--- src/rtl/rf_issue_stage_pkg.sv ---
// Shared definitions for the register-file issue stage: register count, address
// width, source-select encodings and the per-lane uop view of the issue bundle.
package rf_issue_stage_pkg;

  localparam int unsigned NREGS = 32;
  localparam int unsigned AW    = 5;

  typedef enum logic {
    SEL_RF  = 1'b0,
    SEL_ALT = 1'b1
  } src_sel_e;

  typedef struct packed {
    logic          en;
    logic [AW-1:0] rd;
    logic [AW-1:0] rj;
    logic [AW-1:0] rk;
    logic          is_long;
    src_sel_e      sel1;
    src_sel_e      sel2;
  } uop_t;

  function automatic logic nz(input logic [AW-1:0] a);
    return a != '0;
  endfunction

endpackage

--- src/rtl/rf_issue_stage_bypass.sv ---
// rf_bypass_read: one source operand read with same-cycle write-back bypass.
// Highest-index matching write port wins; r0 always reads zero.
module rf_bypass_read
  import rf_issue_stage_pkg::*;
#(
  parameter int WPORTS = 2,
  parameter int XLEN   = 32
) (
  input  logic [AW-1:0]          addr_i,
  input  logic [XLEN-1:0]        arr_i,
  input  logic [WPORTS-1:0]      wb_en_i,
  input  logic [WPORTS*AW-1:0]   wb_addr_i,
  input  logic [WPORTS*XLEN-1:0] wb_data_i,
  output logic [XLEN-1:0]        data_o
);

  always_comb begin
    data_o = arr_i;
    for (int unsigned p = 0; p < WPORTS; p++) begin
      if (wb_en_i[p] && (wb_addr_i[p*AW +: AW] == addr_i)) begin
        data_o = wb_data_i[p*XLEN +: XLEN];
      end
    end
    if (addr_i == '0) begin
      data_o = '0;
    end
  end

endmodule

--- src/rtl/rf_issue_stage.sv ---
// Register-file read / issue stage with write-back bypass and one output register.
// RF_SCOREBOARD_EN selects the pending-register scoreboard; otherwise hazards are
// detected against long-latency ops sitting in the output register.
module rf_issue_stage
  import rf_issue_stage_pkg::*;
#(
  parameter int LANES     = 2,
  parameter int WPORTS    = 2,
  parameter int XLEN      = 32,
  parameter int PAYLOAD_W = 64
) (
  input  logic                       clk,
  input  logic                       rstn,
  input  logic                       stall,
  input  logic                       flush,
  input  logic [WPORTS-1:0]          wb_en,
  input  logic [WPORTS*AW-1:0]       wb_addr,
  input  logic [WPORTS*XLEN-1:0]     wb_data,
  input  logic [WPORTS-1:0]          wb_clr,
  input  logic [LANES-1:0]           in_en,
  input  logic [LANES*AW-1:0]        in_rd,
  input  logic [LANES*AW-1:0]        in_rj,
  input  logic [LANES*AW-1:0]        in_rk,
  input  logic [LANES-1:0]           in_long,
  input  logic [LANES-1:0]           in_sel1,
  input  logic [LANES-1:0]           in_sel2,
  input  logic [LANES*XLEN-1:0]      in_alt1,
  input  logic [LANES*XLEN-1:0]      in_alt2,
  input  logic [LANES*PAYLOAD_W-1:0] in_payload,
  output logic [LANES-1:0]           out_en,
  output logic [LANES*AW-1:0]        out_rd,
  output logic [LANES*PAYLOAD_W-1:0] out_payload,
  output logic [LANES*XLEN-1:0]      out_src1,
  output logic [LANES*XLEN-1:0]      out_src2,
  output logic                       stall_req
);

  logic [XLEN-1:0]          rf_q [NREGS];
  uop_t                     uop [LANES];
  logic [XLEN-1:0]          rj_val [LANES];
  logic [XLEN-1:0]          rk_val [LANES];
  logic [XLEN-1:0]          src1_d [LANES];
  logic [XLEN-1:0]          src2_d [LANES];
  logic [LANES-1:0]         out_en_q;
  logic [LANES*AW-1:0]      out_rd_q;
  logic [LANES*XLEN-1:0]    src1_q;
  logic [LANES*XLEN-1:0]    src2_q;
  logic [LANES*PAYLOAD_W-1:0] payload_q;
  logic                     hazard;

  always_comb begin
    for (int unsigned l = 0; l < LANES; l++) begin
      uop[l].en      = in_en[l];
      uop[l].rd      = in_rd[l*AW +: AW];
      uop[l].rj      = in_rj[l*AW +: AW];
      uop[l].rk      = in_rk[l*AW +: AW];
      uop[l].is_long = in_long[l];
      uop[l].sel1    = src_sel_e'(in_sel1[l]);
      uop[l].sel2    = src_sel_e'(in_sel2[l]);
    end
  end

  // Writes land every edge regardless of stall/flush; later ports override earlier ones.
  always_ff @(posedge clk or negedge rstn) begin
    if (!rstn) begin
      for (int unsigned r = 0; r < NREGS; r++) begin
        rf_q[r] <= '0;
      end
    end else begin
      for (int unsigned p = 0; p < WPORTS; p++) begin
        if (wb_en[p] && nz(wb_addr[p*AW +: AW])) begin
          rf_q[wb_addr[p*AW +: AW]] <= wb_data[p*XLEN +: XLEN];
        end
      end
    end
  end

  for (genvar g = 0; g < LANES; g++) begin : g_lane
    rf_bypass_read #(.WPORTS(WPORTS), .XLEN(XLEN)) u_rd_j (
      .addr_i    (in_rj[g*AW +: AW]),
      .arr_i     (rf_q[in_rj[g*AW +: AW]]),
      .wb_en_i   (wb_en),
      .wb_addr_i (wb_addr),
      .wb_data_i (wb_data),
      .data_o    (rj_val[g])
    );
    rf_bypass_read #(.WPORTS(WPORTS), .XLEN(XLEN)) u_rd_k (
      .addr_i    (in_rk[g*AW +: AW]),
      .arr_i     (rf_q[in_rk[g*AW +: AW]]),
      .wb_en_i   (wb_en),
      .wb_addr_i (wb_addr),
      .wb_data_i (wb_data),
      .data_o    (rk_val[g])
    );
  end

  always_comb begin
    for (int unsigned l = 0; l < LANES; l++) begin
      src1_d[l] = (uop[l].sel1 == SEL_ALT) ? in_alt1[l*XLEN +: XLEN] : rj_val[l];
      src2_d[l] = (uop[l].sel2 == SEL_ALT) ? in_alt2[l*XLEN +: XLEN] : rk_val[l];
    end
  end

`ifdef RF_SCOREBOARD_EN
  logic [NREGS-1:0] sb_q, sb_d, clr_mask, set_mask, pend;
  logic             accept;

  always_comb begin
    clr_mask = '0;
    for (int unsigned p = 0; p < WPORTS; p++) begin
      if (wb_en[p] && wb_clr[p]) begin
        clr_mask[wb_addr[p*AW +: AW]] = 1'b1;
      end
    end
    pend = sb_q & ~clr_mask;
  end

  always_comb begin
    hazard = 1'b0;
    for (int unsigned l = 0; l < LANES; l++) begin
      if (uop[l].en) begin
        if (uop[l].sel1 == SEL_RF && nz(uop[l].rj) && pend[uop[l].rj]) hazard = 1'b1;
        if (uop[l].sel2 == SEL_RF && nz(uop[l].rk) && pend[uop[l].rk]) hazard = 1'b1;
      end
    end
  end

  assign stall_req = hazard;
  assign accept    = !stall && !stall_req && !flush;

  // Set is OR-ed after the clear so a same-cycle set of the same register wins.
  always_comb begin
    set_mask = '0;
    for (int unsigned l = 0; l < LANES; l++) begin
      if (accept && uop[l].en && uop[l].is_long && nz(uop[l].rd)) begin
        set_mask[uop[l].rd] = 1'b1;
      end
    end
    sb_d = flush ? '0 : ((sb_q & ~clr_mask) | set_mask);
    sb_d[0] = 1'b0;
  end

  always_ff @(posedge clk or negedge rstn) begin
    if (!rstn) sb_q <= '0;
    else       sb_q <= sb_d;
  end
`else
  logic [LANES-1:0] out_long_q;
  logic             hz_seen_q, hz_seen_d;
  logic             unused_wb_clr;

  assign unused_wb_clr = ^wb_clr;

  always_comb begin
    hazard = 1'b0;
    for (int unsigned l = 0; l < LANES; l++) begin
      if (uop[l].en) begin
        for (int unsigned o = 0; o < LANES; o++) begin
          if (out_en_q[o] && out_long_q[o]) begin
            if (uop[l].sel1 == SEL_RF && nz(uop[l].rj) && uop[l].rj == out_rd_q[o*AW +: AW])
              hazard = 1'b1;
            if (uop[l].sel2 == SEL_RF && nz(uop[l].rk) && uop[l].rk == out_rd_q[o*AW +: AW])
              hazard = 1'b1;
          end
        end
      end
    end
  end

  // A held hazard is reported for one stalled cycle only.
  assign stall_req = hazard && !hz_seen_q;

  always_comb begin
    hz_seen_d = hz_seen_q;
    if (flush || !stall) hz_seen_d = 1'b0;
    else if (stall_req)  hz_seen_d = 1'b1;
  end

  always_ff @(posedge clk or negedge rstn) begin
    if (!rstn) begin
      hz_seen_q  <= 1'b0;
      out_long_q <= '0;
    end else begin
      hz_seen_q <= hz_seen_d;
      if (!flush && !stall) out_long_q <= in_long;
    end
  end
`endif

  always_ff @(posedge clk or negedge rstn) begin
    if (!rstn) begin
      out_en_q  <= '0;
      out_rd_q  <= '0;
      src1_q    <= '0;
      src2_q    <= '0;
      payload_q <= '0;
    end else if (flush) begin
      out_en_q <= '0;
    end else if (!stall) begin
      for (int unsigned l = 0; l < LANES; l++) begin
        out_en_q[l]                     <= in_en[l] & ~stall_req;
        out_rd_q[l*AW +: AW]            <= in_rd[l*AW +: AW];
        src1_q[l*XLEN +: XLEN]          <= src1_d[l];
        src2_q[l*XLEN +: XLEN]          <= src2_d[l];
        payload_q[l*PAYLOAD_W +: PAYLOAD_W] <= in_payload[l*PAYLOAD_W +: PAYLOAD_W];
      end
    end
  end

  assign out_en      = out_en_q;
  assign out_rd      = out_rd_q;
  assign out_src1    = src1_q;
  assign out_src2    = src2_q;
  assign out_payload = payload_q;

endmodule
--- config.mk ---
export PLATFORM = sky130hd
export DESIGN_NAME = rf_issue_stage
export DESIGN_NICKNAME = d
export VERILOG_FILES = /design/src/rtl/rf_issue_stage_pkg.sv /design/src/rtl/rf_issue_stage_bypass.sv /design/src/rtl/rf_issue_stage.sv
export SDC_FILE = /design/constraint.sdc
export NUM_CORES = 2
export LEC_CHECK = 0
export BUFFER_PORTS_ARGS = -buffer_cell sky130_fd_sc_hd__buf_4
export CAP_MARGIN = 5
export CORE_MARGIN = 2
export CORE_UTILIZATION = 25
export DETAILED_ROUTE_END_ITERATION = 6
export SETUP_SLACK_MARGIN = 0.1
export SLEW_MARGIN = 30
export SYNTH_ARGS = -nofsm -noshare
export SYNTH_HDL_FRONTEND = slang
export SYNTH_SLANG_ARGS = --single-unit
export TNS_END_PERCENT = 100
--- constraint.sdc ---
create_clock -name clk -period 2.4 [get_ports clk]
set_input_delay 0 -clock clk [delete_from_list [all_inputs] [get_ports clk]]
set_output_delay 0 -clock clk [all_outputs]
set_load 0.02 [all_outputs]
==> impl_metrics.yaml <==
worst_setup_path:
  crit_fanout: 26
  cp.arrival_ns: 2.87
  cp_common_cell: "buf_6"
  crit_type: "input pin to output pin"
  cp-end-kind: "output pin"
  critPathMaxStageDelay_ns: 0.70
  required_ns: 2.40
  crit_path_top_delay_cell: "dlygate4sd3_1"
  worstSetupStartpointType: "input pin"
  path_cells: "buf_8 > buf_16 > nor3_1 > a21oi_4 > dlygate4sd3_1 > buf_6 > nand4_1 > a21o_1 > a21o_1 > a21oi_4 > buf_6 > buf_6"
pwr:
  leakage_nw: 49.3
  cellPowerDensity_mw_per_mm2: 754
  fin_total_pwr_w: 0.0906
  vdd_drop_max_mv: 0.553
sta:
  worst_pin_slew_ns: 1.04
  max_freq_ghz: 0.348
  setup_viol: 1
  slew_headroom: 0.306
  period_share: 1.20
  hold_violations: 1
  timing.hold.ws_ns: -0.00420
  worst_slack_ns: -0.471
  rsz0062_at_grt: "true"
  drv_slew: 0
  skew_ns: 0.0516
  post-route-min-period_ns: 2.87
yosys:
  synth_ff_type: "dfrtp_1"
  ys_seq_elements: 1295
  yosysTopAreaCell: "dfrtp_1"
  ys_top_cells_by_area: "dfrtp_1 35%, mux4_2 27%, mux2i_1 11%, a21oi_1 4.5%, nand2_1 4.4%"
  synth_seq_area_share: 0.347
  synth_edf_count: 0
  synthArstFlopShare: 1.00
  synth_area_mm2: 0.0935
  syn_avg_cell_area_um2: 10.8
  syn_inst: 8682
  yosysWarnings: 0
  ys_types: 61
  synth_top_area_share: 0.347
  syn_nets: 9058
floorplan:
  die_w_um: 615
  ios: 645
  start_util: 0.251
  rows: 224
  die_area_mm2: 0.379
  dieHeight_um: 615
  core_mm2: 0.372
placed_design:
  gp_congestion: 1.00
  place_hpwl_um: 355000
  place_inst: 13800
  port_buffers: 642
route:
  num_vias: 89300
  drt-initial-drc-count: 14400
  drt_wl_total_um: 527000
  wl_per_cell_um: 35.6
  remaining_drc_errors: 13
  first_pass_iters: 7
  vias_per_cell: 6.04
  ant_nets: 0
final_layout:
  drive_gt1_frac: 0.288
  fillers: 37300
  layout_commonest_cell: "dfrtp_1"
  layout.nets: 10000
  layoutNonFillerInstCount: 14800
  mostFrequentLayoutCells: "1279 x dfrtp_1, 1106 x mux4_2, 1071 x nand2_1"
  area_delta_synth_final_pct: 28.5
clocking:
  root_buffer: "clkbuf_16"
  clock_latency_ns: 0.87
  clkTransAtPathRegs_ns: 0.06
  clockBufferDepth: 4
  cts_made_buffers: 157
  cts_tree: "built"
  cts.htree.levels: 4
  cts_num_sinks: 1295
global_routing:
  grt_pass1_wl_um: 719000
  grt_antenna_before_repair: 86
  grt_pass1_vias: 85000
  grt_usage: 0.269
  overflow: 0
  grt_max_degree: 143
job:
  cap_violations: 0
worst_hold_path:
  min_path_type: "input pin to flop"
outcome:
  status: "finished, violations left"
  violations: "DRC, hold timing, setup timing"
-- cells by family (layout without fill, tap and decap cells) --
logic type / count (synthesis) / after routing / share of synthesized area
mux: 2179 / 2179 / 0.382
compound gates: 1907 / 1907 / 0.123
other cells: 0 / 34 / 0
buf+inv: 1125 / 2225 / 0.0501
xor+xnor: 80 / 80 / 0.00750
flops: 1295 / 1295 / 0.347
simple gates: 2096 / 2096 / 0.0913
-- final cells by class --
| type | instances | area (µm²) | share of cell area |
|---|---|---|---|
| multi-input combinational | 6262 | 57100 | 0.476 |
| tap | 4972 | 6220 | 0.0518 |
| sequential | 1295 | 32400 | 0.270 |
| inverter | 28 | 105 | 0.000875 |
| clock buffer | 222 | 4570 | 0.0380 |
| timing repair buffer | 1926 | 18900 | 0.158 |
| clock inverter | 49 | 649 | 0.00541 |
| antenna | 34 | 85.1 | 0.000708 |
-- synthesized netlist by cell type, drive strengths merged (43+ instances only) --
master	n
a221oi	117
and3	56
clkbuf	710
mux2i	1053
a211oi	75
xnor2	43
mux4	1106
nor2b	76
a32oi	68
o221ai	56
buf	387
nand2	1098
a21oi	835
a22oi	113
o21ai	452
o22ai	68
dfrtp	1295
nor2	728
-- metrics by stage --
step,setup WS [ns],TNS [ns],area (µm²),utilization
2_1_floorplan,0.286,0,93500,-
3_3_place_gp,-0.244,-0.429,108000,0.290
3_5_place_dp,-0.268,-0.426,108000,0.290
5_1_grt,-0.507,-0.507,120000,0.323
4_1_cts,-0.475,-0.475,120000,0.322
6_report,-0.471,-0.471,120000,0.323
-- critical path: cells and delay by family --
family	cells	cell delay (ns)
compound gates	4	0.85
buf+inv	6	1.70
simple gates	2	0.27
-- power breakdown --
group          switching, W  total [W]  internal (W)  leakage (nW)
Combinational        0.0140     0.0302        0.0163          30.9
Sequential          0.00775     0.0348        0.0271          15.8
Clock                0.0107     0.0255        0.0148          2.59
-- layer usage --
metal	vias to the layer above	wire, µm	GRT usage
li1	34700	-	-
met5	-	457	0.000379
met4	44	55100	0.229
met1	44500	176000	0.313
met3	1990	77300	0.111
met2	8068	218000	0.383
-- sequential cells by signal (all words and copies together) (netlist names) --
signal       count
out_src2        64
out_src1        64
out_rd          10
out_long_q       2
rf_q          1024
out_payload    128
out_en           2
hz_seen_q        1
-- final timing paths --
path,startpoint,to,slack [ns],cells past startpoint
worst max register to register,out_rd[9]$_DFFE_PN0P_,out_en[0]$_DFFE_PN0N_,0.12,7
worst max-delay path,in_rk[5],stall_req,-0.47,12
min in group asynchronous,rstn,out_payload[76]$_DFFE_PN0P_,0.45,4
max in group asynchronous,rstn,rf_q[165]$_DFF_PN0_,0.91,6
worst min-delay path,in_rk[1],out_src2[24]$_DFFE_PN0P_,-0.004,6
worst min register to register,rf_q[995]$_DFF_PN0_,rf_q[995]$_DFF_PN0_,0.44,0
-- what timing repair did --
| action | in CTS | in global routing |
|---|---|---|
| buffers inserted | 11 | 11 |
| setup endpoints to repair | 2 | 19 |
| pin swaps | 6 | 7 |
| gates resized for setup | 20 | 30 |
| hold buffers | 660 | 2 |
| hold endpoints to repair | 2558 | 10 |
Power figures use the tool's default switching activity.
